**src/rtl/decoder_scan_ctrl.sv**
```systemverilog
// decoder_scan_ctrl: position scanner producing the 3-bit select code for a
// decoder_3x8. Steps through positions 0..NUM_POS-1, holding each for DWELL
// clock cycles. Supports up/down scanning, pause, preload, and continuous or
// single-sweep operation.
//
// Ports:
//   clk       - system clock, rising-edge active
//   rst_n     - asynchronous active-low reset
//   start     - begin a scan (sampled only in IDLE)
//   stop      - abort the scan and return to IDLE
//   pause     - freeze the dwell counter while scanning
//   dir       - 0 = count up, 1 = count down (sampled at each advance)
//   single    - 0 = continuous, 1 = one sweep only (sampled at start)
//   load      - preload sel from load_val (clamped to NUM_POS-1)
//   load_val  - preload value
//   sel       - current position, feeds decoder_3x8 data_in
//   sel_valid - high while scanning
//   wrap      - one-cycle pulse when a wrapped position first appears
//   done      - one-cycle pulse when a single sweep completes
module decoder_scan_ctrl #(
   parameter int unsigned DWELL   = 4,
   parameter int unsigned NUM_POS = 8
) (
   input  logic       clk,
   input  logic       rst_n,
   input  logic       start,
   input  logic       stop,
   input  logic       pause,
   input  logic       dir,
   input  logic       single,
   input  logic       load,
   input  logic [2:0] load_val,
   output logic [2:0] sel,
   output logic       sel_valid,
   output logic       wrap,
   output logic       done
);

   localparam int unsigned CNT_W    = (DWELL > 1) ? $clog2(DWELL) : 1;
   localparam logic [CNT_W-1:0] CNT_LAST = CNT_W'(DWELL - 1);
   localparam logic [2:0] POS_LAST = 3'(NUM_POS - 1);

   typedef enum logic [1:0] {
      IDLE = 2'd0,
      SCAN = 2'd1,
      DONE = 2'd2
   } state_t;

   state_t           state, state_nxt;
   logic [CNT_W-1:0] cnt, cnt_nxt;
   logic             single_q, single_nxt;
   logic [2:0]       sel_nxt;
   logic             sel_valid_nxt, wrap_nxt, done_nxt;
   logic [2:0]       load_pos_c;
   logic             at_edge_c;

   // Preload clamped so sel never holds an unused code.
   assign load_pos_c = ({1'b0, load_val} >= 4'(NUM_POS)) ? POS_LAST : load_val;

   // Current position is the last one in the present scan direction.
   assign at_edge_c = dir ? (sel == 3'd0) : (sel == POS_LAST);

   // Next-state and next-output logic.
   always_comb begin
      state_nxt     = state;
      cnt_nxt       = cnt;
      single_nxt    = single_q;
      sel_nxt       = sel;
      sel_valid_nxt = 1'b0;
      wrap_nxt      = 1'b0;
      done_nxt      = 1'b0;

      unique case (state)
         IDLE: begin
            if (start) begin
               // Start position wins over a same-edge load.
               state_nxt     = SCAN;
               sel_nxt       = dir ? POS_LAST : 3'd0;
               cnt_nxt       = '0;
               single_nxt    = single;
               sel_valid_nxt = 1'b1;
            end else if (load && !stop) begin
               sel_nxt = load_pos_c;
               cnt_nxt = '0;
            end
         end

         SCAN: begin
            sel_valid_nxt = 1'b1;
            if (stop) begin
               state_nxt     = IDLE;
               cnt_nxt       = '0;
               sel_valid_nxt = 1'b0;
            end else if (load) begin
               sel_nxt = load_pos_c;
               cnt_nxt = '0;
            end else if (!pause) begin
               if (cnt == CNT_LAST) begin
                  cnt_nxt = '0;
                  if (at_edge_c && single_q) begin
                     // Sweep complete: hold the last position.
                     state_nxt     = DONE;
                     sel_valid_nxt = 1'b0;
                     done_nxt      = 1'b1;
                  end else if (at_edge_c) begin
                     sel_nxt  = dir ? POS_LAST : 3'd0;
                     wrap_nxt = 1'b1;
                  end else begin
                     sel_nxt = dir ? 3'(sel - 3'd1) : 3'(sel + 3'd1);
                  end
               end else begin
                  cnt_nxt = CNT_W'(cnt + CNT_W'(1));
               end
            end
         end

         DONE: begin
            state_nxt = IDLE;
            if (load && !stop) begin
               sel_nxt = load_pos_c;
               cnt_nxt = '0;
            end
         end

         default: begin
            state_nxt = IDLE;
         end
      endcase
   end

   // State and registered outputs.
   always_ff @(posedge clk or negedge rst_n) begin
      if (!rst_n) begin
         state     <= IDLE;
         cnt       <= '0;
         single_q  <= 1'b0;
         sel       <= 3'd0;
         sel_valid <= 1'b0;
         wrap      <= 1'b0;
         done      <= 1'b0;
      end else begin
         state     <= state_nxt;
         cnt       <= cnt_nxt;
         single_q  <= single_nxt;
         sel       <= sel_nxt;
         sel_valid <= sel_valid_nxt;
         wrap      <= wrap_nxt;
         done      <= done_nxt;
      end
   end

endmodule

```
**config.mk**
```make
export PLATFORM = sky130hd
export DESIGN_NAME = decoder_scan_ctrl
export DESIGN_NICKNAME = d
export VERILOG_FILES = /design/src/rtl/decoder_scan_ctrl.sv
export SDC_FILE = /design/constraint.sdc
export NUM_CORES = 1
export LEC_CHECK = 0
export CORE_ASPECT_RATIO = 0.8
export CORE_MARGIN = 5
export CORE_UTILIZATION = 30
export DETAILED_ROUTE_END_ITERATION = 10
export GPL_ROUTABILITY_DRIVEN = 0
export GPL_TIMING_DRIVEN = 0
export PLACE_DENSITY = 0.49
export SKIP_LAST_GASP = 1
export SLEW_MARGIN = 10
export SYNTH_ARGS = -nofsm -noshare
export SYNTH_HDL_FRONTEND = slang
export SYNTH_SLANG_ARGS = --single-unit
```
**constraint.sdc**
```tcl
create_clock -name clk -period 4.6 [get_ports clk]
set_input_delay 0.92 -clock clk [delete_from_list [all_inputs] [get_ports clk]]
set_output_delay 0.92 -clock clk [all_outputs]
set_load 0.02 [all_outputs]
```
==> metrics.txt <==
outcome finished, final reports clean; final hold vios 0; CTS Buffer Depth 2; post-route ant nets 0; Slew Limit Fails 0; Worst Hold Class flip-flop to flip-flop; Lkg Pwr between 0.4 and 0.5 nW; Netlist cell types 35; register area approximately 280 sq um; Top Usage Layer GRT met1; total gr overflow 0; drt first pass iters 4; die area between 0.004 and 0.005 sq mm; final non-filler cell total around 150; VDD IR-drop max between 0.1 and 0.15 mV; IO buf count 15; chip width between 60 and 70 um; M3 GR Usage 2.25%; vias per std cell roughly 5.2; Final #Nets ~130; first-pass GRT wire length about 3.6 mm; Clock Skews 0.00491 ns; 1st-iter DRT viols 12; most used standard cell by instance count after synthesis dfrtp_1; global routing met2 resource utilization 16.2%; Die Y around 58 um; Synth area leaders dfrtp_1, ha_1, o21ai_0, nor2b_1, nand2_1; fraction of registers with async set/reset between 90% and 100%; total CTS buffers 3; multi-input logic area between 500 and 600 sq um; crit path max fanout 8; WL final 2.13 mm; top cell type's share of synthesized area 32.0%; Hold Crit Depth 1; Post-synth top flop dfrtp_1; Seq/Total Area, Yosys roughly 32%; Rel. slew slack between 60% and 70%; Final period util between 60% and 70%; kind of end point of the critical path flip-flop; Synth Cell Area between 800 and 900 sq um; Setup-failing EPs final 0; RSZ-0062 raised after global routing false; fmax approximately 0.33 GHz; core area around 0.0027 sq mm; number of synthesized flops with an enable pin 0; Critical Path Source Type input port; Rows 17; Root Buffer clkbuf_4; Post-CTS Setup Bufs 0; Ys Warns 0; share of layout cells above drive strength 1 between 10% and 20%; Total GRT Usage between 10% and 20%; Max Cap Viol 0; Pwr Density 484 mW/mm^2; # DRC 0; vias 800; clock tree from TritonCTS built; ANT cells 0; Commonest cells post-synth dfrtp_1, nand2_1, o21ai_0, inv_1, nor2_1; Syn Nets ~110; I/O pins 17; DP HPWL approximately 1.7 mm; critical path class input port to flip-flop; WP data arrival around 3.2 ns; Fin Setup TNS 0 ns; H-Tree Depth 1; biggest area consumer among synthesized cells dfrtp_1; post-DR wirelength/cell 13.9 um; worst-margin pin slew around 0.56 ns; Placed Cells between 100 and 150; clk_lat worst skew 0.27 ns; met1 Track Usage GR 16.2%; Area growth syn-to-layout 26.1%; Cells after Synth 96; # resized after CTS 0; pin count of the biggest net entering global routing 12; R2R depth 6; vias in the first global route 741; Mean Syn Cell Area 8.95 sq um; required time of the critical path approximately 4.8 ns; clock sinks 11; fillers about 290; initial antenna violation count 0; # hold bufs at CTS 0; minimum clock period slightly above 3 ns; post-synthesis register bit count 11; Worst-path clk slew approximately 0.07 ns; Initial Util approximately 31%
cells by family (layout without fill, tap and decap cells):
kind of cell	Yosys count	count (layout)	share of synthesized area [%]
buffers and inverters	9	28	4.08
multiplexers	4	4	4.95
adder cells (fa/ha/maj)	6	6	9.61
AND/OR/NAND/NOR	36	36	25.0
flip-flops	11	11	32.0
AO/OA/AOI/OAI	30	30	24.3
stage by stage:
step                      hold slack [ns]  utilization (%)  worst slack (ns)  area, sq um  power [mW]
after floorplan                     0.449                -              2.03          860       0.362
after global placement              0.468             38.5              1.32         1060       0.455
after detailed placement            0.491             38.5              1.28         1060       0.460
after CTS                           0.499             39.5              1.55         1080       0.530
after global routing                0.527             39.5              1.44         1080       0.566
final                               0.500             39.5              1.53         1080       0.525
path summary, 6_finish.rpt:
kind,startpoint,to,slack (ns)
max,dir,sel[2]$_DFFE_PN0P_,1.53
min,cnt[0]$_DFFE_PN0P_,cnt[0]$_DFFE_PN0P_,0.50
max reg2reg,sel[0]$_DFFE_PN0P_,sel[2]$_DFFE_PN0P_,2.26
min reg2reg,cnt[0]$_DFFE_PN0P_,cnt[0]$_DFFE_PN0P_,0.50
max in group asynchronous,rst_n,sel[1]$_DFFE_PN0P_,3.27
min in group asynchronous,rst_n,single_q$_DFFE_PN0P_,0.98
sequential cells by signal (all words and copies together), names as in the netlist:
signal and flops:
sel 3, cnt 2, sel_valid 1, wrap 1
single_q 1, state 2, done 1
routing by layer:
metal  share of wire [%]  vias up  wire (um)
met4                 1.1        0         23
li1                    -      395          -
met1                  51      385       1090
met3                 3.4        4         72
met5                   0        -          0
met2                  44       16        937
cell type report:
| cell class | instances | share of cell area (%) |
|---|---|---|
| Buffer | 2 | 0.808 |
| Multi-Input combinational cell | 76 | 50.7 |
| Timing Repair Buffer | 15 | 13.9 |
| Clock buffer | 4 | 2.42 |
| Inverter | 7 | 2.42 |
| Sequential cell | 11 | 25.4 |
| Tap cell | 38 | 4.39 |
placed cells by master (no fill, tap or decap), types with 4 or more instances in the layout:
cell type         n
nand2_1           8
nor2_1            6
inv_1             7
clkdlybuf4s50_1  15
ha_1              5
a21oi_1           4
o21ai_0           8
nor2b_1           5
a31oi_1           4
dfrtp_1          11
power by group:
| group | switching (mW) | internal, mW |
|---|---|---|
| combinational | 0.146 | 0.136 |
| sequential | 0.0500 | 0.124 |
| clock | 0.0344 | 0.0336 |
| total | 0.231 | 0.294 |
critical path: stages:
cell and delay [ns]:
clkdlybuf4s50_1 0.55, fa_1 0.53, nor2b_1 0.17, a211o_1 0.30
a2111oi_2 0.32, o221ai_1 0.20, a22o_1 0.23
No activity file was read; power rests on OpenSTA's default activity.
